--- src/rtl/multicycle_control_fsm_if.sv ---
// Control bundle between the multicycle RV32I sequencer (master) and its datapath (slave).
// The master reads instruction fields and ALU/memory status, and drives every datapath control.
interface multicycle_control_fsm_if;
  logic [6:0] opcode;
  logic [2:0] funct3;
  logic       funct7b5;
  logic       zero;
  logic       sign;
  logic       mem_ready;
  logic       mem_req;
  logic       AdrSrc;
  logic       MemWrite;
  logic       IRWrite;
  logic       PCWrite;
  logic       RegWrite;
  logic [1:0] ResultSrc;
  logic [1:0] ALUSrcA;
  logic [1:0] ALUSrcB;
  logic [1:0] ImmSrc;
  logic [2:0] ALUControl;
  logic       halted;
  logic [1:0] trap_cause;

  modport master (
    input  opcode, funct3, funct7b5, zero, sign, mem_ready,
    output mem_req, AdrSrc, MemWrite, IRWrite, PCWrite, RegWrite,
           ResultSrc, ALUSrcA, ALUSrcB, ImmSrc, ALUControl, halted, trap_cause
  );

  modport slave (
    output opcode, funct3, funct7b5, zero, sign, mem_ready,
    input  mem_req, AdrSrc, MemWrite, IRWrite, PCWrite, RegWrite,
           ResultSrc, ALUSrcA, ALUSrcB, ImmSrc, ALUControl, halted, trap_cause
  );
endinterface

--- src/rtl/multicycle_control_fsm.sv ---
// Moore sequencer for the multicycle RV32I core: one shared ALU, one unified memory.
// Optional PERF_CNT_EN adds free-running cycle and retired-instruction counters.
//
// state      | meaning
// -----------+-------------------------------------------------------------
// S_FETCH    | read instruction at PC, PC <= PC+4 when memory answers
// S_DECODE   | branch target into ALUOut, dispatch on opcode
// S_MEMADR   | effective address RegA + imm
// S_MEMREAD  | load access at ALUOut
// S_MEMWB    | write ReadData to rd
// S_MEMWRITE | store access at ALUOut
// S_EXECR    | register-register ALU op
// S_EXECI    | register-immediate ALU op
// S_ALUWB    | write ALUOut to rd
// S_JAL      | PC <= OldPC + imm, ALU computes OldPC + 4 for rd
// S_BRANCH   | compare via sub, conditionally load PC from ALUOut
// S_TRAP     | halted, all controls quiet until reset
module multicycle_control_fsm #(
  parameter int unsigned TIMEOUT_CYCLES = 255,
  parameter int unsigned CNT_W          = 32
) (
  input  logic clk,
  input  logic rst,
  multicycle_control_fsm_if.master bus
`ifdef PERF_CNT_EN
  ,
  output logic [CNT_W-1:0] cycle_cnt,
  output logic [CNT_W-1:0] instret_cnt
`endif
);

  localparam int unsigned TW = (TIMEOUT_CYCLES > 0) ? $clog2(TIMEOUT_CYCLES + 1) : 1;
  localparam logic [TW-1:0] TO_LIM = TW'(TIMEOUT_CYCLES);

  localparam logic [6:0] OP_LW  = 7'b0000011;
  localparam logic [6:0] OP_SW  = 7'b0100011;
  localparam logic [6:0] OP_R   = 7'b0110011;
  localparam logic [6:0] OP_I   = 7'b0010011;
  localparam logic [6:0] OP_B   = 7'b1100011;
  localparam logic [6:0] OP_JAL = 7'b1101111;

  if (CNT_W == 0) begin : g_bad_cnt_w
    $error("CNT_W must be at least 1");
  end

  typedef enum logic [3:0] {
    S_FETCH, S_DECODE, S_MEMADR, S_MEMREAD, S_MEMWB, S_MEMWRITE,
    S_EXECR, S_EXECI, S_ALUWB, S_JAL, S_BRANCH, S_TRAP
  } state_t;

  state_t        state;
  logic [TW-1:0] to_cnt;
  logic [1:0]    cause_q;
  logic          retire;
  logic          waiting;
  logic          timeout_hit;

  function automatic logic [1:0] imm_dec(input logic [6:0] op);
    case (op)
      OP_SW:   return 2'b01;
      OP_B:    return 2'b10;
      OP_JAL:  return 2'b11;
      default: return 2'b00;
    endcase
  endfunction

  function automatic logic [2:0] alu_dec(input logic [2:0] f3, input logic f7b5,
                                         input logic is_r);
    case (f3)
      3'b000:  return (is_r && f7b5) ? 3'b001 : 3'b000;
      3'b010:  return 3'b101;
      3'b110:  return 3'b011;
      3'b111:  return 3'b010;
      default: return 3'b000;
    endcase
  endfunction

  always_comb begin
    bus.mem_req    = 1'b0;
    bus.AdrSrc     = 1'b0;
    bus.MemWrite   = 1'b0;
    bus.IRWrite    = 1'b0;
    bus.PCWrite    = 1'b0;
    bus.RegWrite   = 1'b0;
    bus.ResultSrc  = 2'b00;
    bus.ALUSrcA    = 2'b00;
    bus.ALUSrcB    = 2'b00;
    bus.ImmSrc     = imm_dec(bus.opcode);
    bus.ALUControl = 3'b000;
    bus.halted     = 1'b0;
    bus.trap_cause = cause_q;
    retire         = 1'b0;
    case (state)
      S_FETCH: begin
        bus.mem_req   = 1'b1;
        bus.ALUSrcB   = 2'b10;
        bus.ResultSrc = 2'b10;
        bus.IRWrite   = bus.mem_ready;
        bus.PCWrite   = bus.mem_ready;
      end
      S_DECODE: begin
        bus.ALUSrcA = 2'b01;
        bus.ALUSrcB = 2'b01;
      end
      S_MEMADR: begin
        bus.ALUSrcA = 2'b10;
        bus.ALUSrcB = 2'b01;
      end
      S_MEMREAD: begin
        bus.mem_req = 1'b1;
        bus.AdrSrc  = 1'b1;
      end
      S_MEMWB: begin
        bus.ResultSrc = 2'b01;
        bus.RegWrite  = 1'b1;
        retire        = 1'b1;
      end
      S_MEMWRITE: begin
        bus.mem_req  = 1'b1;
        bus.AdrSrc   = 1'b1;
        bus.MemWrite = 1'b1;
        retire       = bus.mem_ready;
      end
      S_EXECR: begin
        bus.ALUSrcA    = 2'b10;
        bus.ALUControl = alu_dec(bus.funct3, bus.funct7b5, 1'b1);
      end
      S_EXECI: begin
        bus.ALUSrcA    = 2'b10;
        bus.ALUSrcB    = 2'b01;
        bus.ALUControl = alu_dec(bus.funct3, bus.funct7b5, 1'b0);
      end
      S_ALUWB: begin
        bus.RegWrite = 1'b1;
        retire       = 1'b1;
      end
      S_JAL: begin
        bus.ALUSrcA = 2'b01;
        bus.ALUSrcB = 2'b10;
        bus.PCWrite = 1'b1;
      end
      S_BRANCH: begin
        bus.ALUSrcA    = 2'b10;
        bus.ALUControl = 3'b001;
        retire         = 1'b1;
        case (bus.funct3)
          3'b000:  bus.PCWrite = bus.zero;
          3'b001:  bus.PCWrite = ~bus.zero;
          3'b100:  bus.PCWrite = bus.sign;
          default: bus.PCWrite = 1'b0;
        endcase
      end
      S_TRAP: begin
        bus.ImmSrc = 2'b00;
        bus.halted = 1'b1;
      end
      default: ;
    endcase
    if (rst) begin
      bus.mem_req    = 1'b0;
      bus.AdrSrc     = 1'b0;
      bus.MemWrite   = 1'b0;
      bus.IRWrite    = 1'b0;
      bus.PCWrite    = 1'b0;
      bus.RegWrite   = 1'b0;
      bus.ResultSrc  = 2'b00;
      bus.ALUSrcA    = 2'b00;
      bus.ALUSrcB    = 2'b00;
      bus.ImmSrc     = 2'b00;
      bus.ALUControl = 3'b000;
      bus.halted     = 1'b0;
      bus.trap_cause = 2'b00;
      retire         = 1'b0;
    end
  end

  // A ready in the limit cycle completes the access, so the limit only bites on an unanswered cycle.
  assign waiting     = bus.mem_req && !bus.mem_ready;
  assign timeout_hit = (TIMEOUT_CYCLES != 0) && waiting && (to_cnt == TO_LIM);

  always_ff @(posedge clk) begin
    if (rst) begin
      state   <= S_FETCH;
      to_cnt  <= '0;
      cause_q <= 2'b00;
    end else begin
      if (TIMEOUT_CYCLES == 0 || timeout_hit || !waiting) to_cnt <= '0;
      else                                                to_cnt <= to_cnt + TW'(1);

      if (timeout_hit) begin
        state   <= S_TRAP;
        cause_q <= 2'b10;
      end else begin
        case (state)
          S_FETCH:    if (bus.mem_ready) state <= S_DECODE;
          S_DECODE: begin
            case (bus.opcode)
              OP_LW, OP_SW: state <= S_MEMADR;
              OP_R:         state <= S_EXECR;
              OP_I:         state <= S_EXECI;
              OP_B:         state <= S_BRANCH;
              OP_JAL:       state <= S_JAL;
              default: begin
                state   <= S_TRAP;
                cause_q <= 2'b01;
              end
            endcase
          end
          S_MEMADR:   state <= bus.opcode[5] ? S_MEMWRITE : S_MEMREAD;
          S_MEMREAD:  if (bus.mem_ready) state <= S_MEMWB;
          S_MEMWB:    state <= S_FETCH;
          S_MEMWRITE: if (bus.mem_ready) state <= S_FETCH;
          S_EXECR:    state <= S_ALUWB;
          S_EXECI:    state <= S_ALUWB;
          S_ALUWB:    state <= S_FETCH;
          S_JAL:      state <= S_ALUWB;
          S_BRANCH:   state <= S_FETCH;
          S_TRAP:     state <= S_TRAP;
          default:    state <= S_FETCH;
        endcase
      end
    end
  end

`ifdef PERF_CNT_EN
  logic [CNT_W-1:0] cyc_q;
  logic [CNT_W-1:0] ret_q;

  always_ff @(posedge clk) begin
    if (rst) begin
      cyc_q <= '0;
      ret_q <= '0;
    end else begin
      if (state != S_TRAP) cyc_q <= cyc_q + CNT_W'(1);
      if (retire)          ret_q <= ret_q + CNT_W'(1);
    end
  end

  assign cycle_cnt   = rst ? '0 : cyc_q;
  assign instret_cnt = rst ? '0 : ret_q;
`endif

endmodule

--- src/flat_wrapper.sv ---
// flat-port wrapper written by rule: the top's interface ports become plain ports
module multicycle_control_fsm_flat 
#(
  parameter int unsigned TIMEOUT_CYCLES = 255,
  parameter int unsigned CNT_W          = 32
)
  (clk, rst, bus_opcode, bus_funct3, bus_funct7b5, bus_zero, bus_sign, bus_mem_ready, bus_mem_req, bus_AdrSrc, bus_MemWrite, bus_IRWrite, bus_PCWrite, bus_RegWrite, bus_ResultSrc, bus_ALUSrcA, bus_ALUSrcB, bus_ImmSrc, bus_ALUControl, bus_halted, bus_trap_cause);
  multicycle_control_fsm_if bus_i ();
  input  logic clk;
  input  logic rst;
  input wire logic [$bits(bus_i.opcode)-1:0] bus_opcode;
  input wire logic [$bits(bus_i.funct3)-1:0] bus_funct3;
  input wire logic [$bits(bus_i.funct7b5)-1:0] bus_funct7b5;
  input wire logic [$bits(bus_i.zero)-1:0] bus_zero;
  input wire logic [$bits(bus_i.sign)-1:0] bus_sign;
  input wire logic [$bits(bus_i.mem_ready)-1:0] bus_mem_ready;
  output wire logic [$bits(bus_i.mem_req)-1:0] bus_mem_req;
  output wire logic [$bits(bus_i.AdrSrc)-1:0] bus_AdrSrc;
  output wire logic [$bits(bus_i.MemWrite)-1:0] bus_MemWrite;
  output wire logic [$bits(bus_i.IRWrite)-1:0] bus_IRWrite;
  output wire logic [$bits(bus_i.PCWrite)-1:0] bus_PCWrite;
  output wire logic [$bits(bus_i.RegWrite)-1:0] bus_RegWrite;
  output wire logic [$bits(bus_i.ResultSrc)-1:0] bus_ResultSrc;
  output wire logic [$bits(bus_i.ALUSrcA)-1:0] bus_ALUSrcA;
  output wire logic [$bits(bus_i.ALUSrcB)-1:0] bus_ALUSrcB;
  output wire logic [$bits(bus_i.ImmSrc)-1:0] bus_ImmSrc;
  output wire logic [$bits(bus_i.ALUControl)-1:0] bus_ALUControl;
  output wire logic [$bits(bus_i.halted)-1:0] bus_halted;
  output wire logic [$bits(bus_i.trap_cause)-1:0] bus_trap_cause;
  assign bus_i.opcode = bus_opcode;
  assign bus_i.funct3 = bus_funct3;
  assign bus_i.funct7b5 = bus_funct7b5;
  assign bus_i.zero = bus_zero;
  assign bus_i.sign = bus_sign;
  assign bus_i.mem_ready = bus_mem_ready;
  assign bus_mem_req = bus_i.mem_req;
  assign bus_AdrSrc = bus_i.AdrSrc;
  assign bus_MemWrite = bus_i.MemWrite;
  assign bus_IRWrite = bus_i.IRWrite;
  assign bus_PCWrite = bus_i.PCWrite;
  assign bus_RegWrite = bus_i.RegWrite;
  assign bus_ResultSrc = bus_i.ResultSrc;
  assign bus_ALUSrcA = bus_i.ALUSrcA;
  assign bus_ALUSrcB = bus_i.ALUSrcB;
  assign bus_ImmSrc = bus_i.ImmSrc;
  assign bus_ALUControl = bus_i.ALUControl;
  assign bus_halted = bus_i.halted;
  assign bus_trap_cause = bus_i.trap_cause;
  multicycle_control_fsm #(.TIMEOUT_CYCLES(TIMEOUT_CYCLES), .CNT_W(CNT_W)) u_core (.clk(clk), .rst(rst), .bus(bus_i));
endmodule
--- config.mk ---
export PLATFORM = sky130hd
export DESIGN_NAME = multicycle_control_fsm_flat
export DESIGN_NICKNAME = d
export VERILOG_FILES = /design/src/rtl/multicycle_control_fsm_if.sv /design/src/rtl/multicycle_control_fsm.sv /design/src/flat_wrapper.sv
export SDC_FILE = /design/constraint.sdc
export NUM_CORES = 1
export LEC_CHECK = 0
export BUFFER_PORTS_ARGS = -buffer_cell sky130_fd_sc_hd__buf_2
export CORE_AREA = 3 3 51 53
export CTS_CLUSTER_SIZE = 25
export DETAILED_ROUTE_END_ITERATION = 12
export DIE_AREA = 0 0 54 56
export GPL_TIMING_DRIVEN = 0
export HOLD_SLACK_MARGIN = 0.05
export PLACE_DENSITY_LB_ADDON = 0.1
export SKIP_CTS_REPAIR_TIMING = 1
export SLEW_MARGIN = 40
export SYNTH_ARGS = -nofsm -noshare
export SYNTH_HDL_FRONTEND = slang
export SYNTH_SLANG_ARGS = --single-unit
--- constraint.sdc ---
create_clock -name clk -period 2.7 [get_ports clk]
set_input_delay 0.54 -clock clk [delete_from_list [all_inputs] [get_ports clk]]
set_output_delay 0.54 -clock clk [all_outputs]
set_load 0.01 [all_outputs]
==> results by group <==
Run
  – Max-cap viol count: 0

Synthesis
  – Main synth FF type: dfxtp_1
  – Netlist cell types: 50
  – Synth top area cells: dfxtp_1 (24%), nor2_1 (4.8%), nor3_1 (4.7%)
  – Mapped Nets: 173
  – Post-synth top area cell: dfxtp_1
  – Commonest cells post-synth: nor2_1 (15), dfxtp_1 (14), nand2_1 (11), nor3_1 (11)
  – Post-synthesis register bit count: 14
  – Cell with the most instances after synthesis: nor2_1
  – Synthesized cell area: 1171 um^2
  – Yosys top cell area share: 0.2393
  – Mapped Cells: 156
  – Post-synth EDFFs: 0
  – Seq/Total Area, Yosys: 0.2393
  – Ys async rst share: 0
  – Synth Warn #: 0
  – Syn avg cell area: 7.507 um^2

GRT
  – Initial antenna violation count: 0
  – First-pass GRT wire length: 5119 um
  – Largest net degree at the start of global routing: 11
  – Gr ovfl total: 0
  – Number of global-route vias before repair: 1183
  – GRT Util Overall: 0.2164

Clocking
  – TritonCTS Buffers: 3
  – TritonCTS Sinks: 14
  – Clk buf depth: 2
  – Clk Latency, worst-skew pair: 0.28 ns
  – Clock transition at path regs: 0.08 ns
  – CTS tree: done
  – Clock root buffer: clkbuf_4
  – Htree depth: 1

Min path
  – Worst hold path class: reg2reg
  – WHS Path Cells: 1
  – Hold EP: u_core.to_cnt[0]
  – Worst Min Path Start: u_core.to_cnt[0]

Floorplanning
  – FP Rows: 17
  – Top Ports: 36
  – Initial Util: 0.5346
  – Area of the core: 2191 um^2
  – Die Y-Extent: 56 um
  – Die Span X: 54 um
  – Die area: 3024 um^2

Setup path
  – Reg2reg end: u_core.cause_q[0]
  – Critical path fanouts, max: 10
  – R2r startpoint: u_core.to_cnt[0]
  – Critical path arrival: 1.81 ns
  – CP Capture Type: output port
  – CP peak stage delay: 0.47 ns
  – CP bufs+invs: 4
  – Slowest CP cell: clkbuf_1
  – CP top delay family: buffers and inverters
  – Worst EP required: 2.16 ns
  – Reg2reg setup slack: 1.19 ns
  – Worst R2R Path Depth: 5
  – Setup Crit Path Kind: in2out
  – Critical-path cell list: buf_2, clkbuf_1, clkbuf_1, nor3_1, buf_2
  – Critical Path Source Type: input port

Place
  – DP Wirelength: 2323 um
  – Placer Congestion: 0.8838
  – PortBufs: 35

STA
  – Tmin final: 2.351 ns
  – Fin. Hold Viols: 0
  – # setup viols final: 0
  – Max-slew violations: 0
  – Slew margin rel.: 0.6518
  – Fin crit share: 0.8706
  – Sum Neg Setup Slack: 0 ns
  – Worst-margin pin slew: 0.5223 ns
  – RSZ-0062 raised after global routing: no
  – Fin Clk Skew: 0.005169 ns
  – Fmax: 425.4 MHz

Pwr
  – Max VDD drop: 0.0005348 V
  – Overall Power: 955.2 uW
  – Pwr dens: 673.8 nW/um^2
  – LEAKAGE: 0.5757 nW

Final layout
  – Final nets: 213
  – Inserted Diodes: 0
  – Area Growth Syn to Fin: 21.05%
  – Final Util: 0.6471
  – Fillcell total: 209
  – Share of layout cells above drive strength 1: 0.3026

Drt
  – DRC Markers: 0
  – 1st-iter DRT viols: 34
  – Final wirelength: 2964 um
  – Vias per cell: 5.812
  – Remaining antenna violation count: 0
  – Router iterations before antenna repair: 4
  – DR vias: 1296
  – DR WL/cell: 13.29 um

Status
  – Status: complete, no violations
-- cell type report --
cell class              instances  area [um^2]  area share
multi-input cells             126        813.3      0.5737
flip-flops and latches         14        280.3      0.1977
repair buffers                 35        175.2      0.1236
plain buffers                  10        55.05     0.03883
clock buffers                   4        36.28     0.02560
well taps                      28        35.03     0.02471
inverters                       6        22.52     0.01589
-- cell families after synthesis --
group	share of synthesized area
AO/OA/AOI/OAI	0.2404
XOR/XNOR	0.05876
adder cells (fa/ha/maj)	0.01068
buffers and inverters	0.06624
flip-flops	0.2393
multiplexers	0.009615
AND/OR/NAND/NOR	0.3750
-- cells in the final DEF (no fill, tap or decap), types with 2 or more instances in the layout --
| master | netlist | routed |
|---|---|---|
| a22oi_1 | 2 | 2 |
| xor2_1 | 2 | 2 |
| nor2b_1 | 4 | 4 |
| buf_2 | 5 | 40 |
| o211ai_1 | 4 | 4 |
| xnor2_1 | 4 | 4 |
| nor2_2 | 4 | 4 |
| nand3_1 | 5 | 5 |
| nand2_1 | 11 | 11 |
| a21oi_1 | 8 | 8 |
| clkbuf_1 | 3 | 3 |
| nand2b_1 | 6 | 6 |
| nor4b_2 | 2 | 2 |
| a21boi_1 | 2 | 2 |
| nor4_1 | 4 | 4 |
| o21ai_0 | 8 | 8 |
| or3_1 | 2 | 2 |
| and3_1 | 2 | 2 |
| nor3_1 | 11 | 11 |
| clkbuf_4 | 0 | 3 |
| inv_1 | 6 | 6 |
| nor3b_1 | 2 | 2 |
| a31oi_1 | 3 | 3 |
| a21o_1 | 2 | 2 |
| dfxtp_1 | 14 | 14 |
| nor2_1 | 15 | 15 |
-- worst max path at each step --
stage,from,to,slack (ns),cells past startpoint
finish,rst,bus_halted,0.35,5
floorplan,bus_funct3[2],bus_PCWrite,0.71,4
CTS,rst,bus_halted,0.37,5
global route,rst,bus_halted,0.26,5
detailed placement,rst,bus_halted,0.37,5
global placement,rst,bus_ALUSrcB[0],0.40,5
-- state kept, by name, summed over array words and instances (netlist names) --
register,cells
u_core.cause_q,2
u_core.state,4
u_core.to_cnt,8
-- power breakdown --
group          switching [mW]  total (mW)  internal [mW]  leakage, nW
Clock                  0.0656       0.148         0.0820       0.0210
Sequential             0.0345       0.270          0.235        0.114
Combinational           0.317       0.538          0.222        0.441
-- stage by stage --
stage	std cells	hold slack (ns)	setup slack [ns]	area, um^2
2_1_floorplan	156	0.4297	0.7113	1171
3_3_place_gp	219	0.4424	0.4027	1381
3_5_place_dp	219	0.4651	0.3722	1381
4_1_cts	223	0.4853	0.3662	1418
5_1_grt	223	0.5259	0.2624	1418
6_report	223	0.4815	0.3495	1418
-- routing by layer --
metal,global-route usage,routed length [um],up-vias
li1,-,-,644
met1,0.3024,1391,581
met2,0.3183,1257,63
met3,0.05630,262,8
met4,0.06762,51,0
met5,0,0,-
Note: power is estimated with default switching activity, not from simulation.
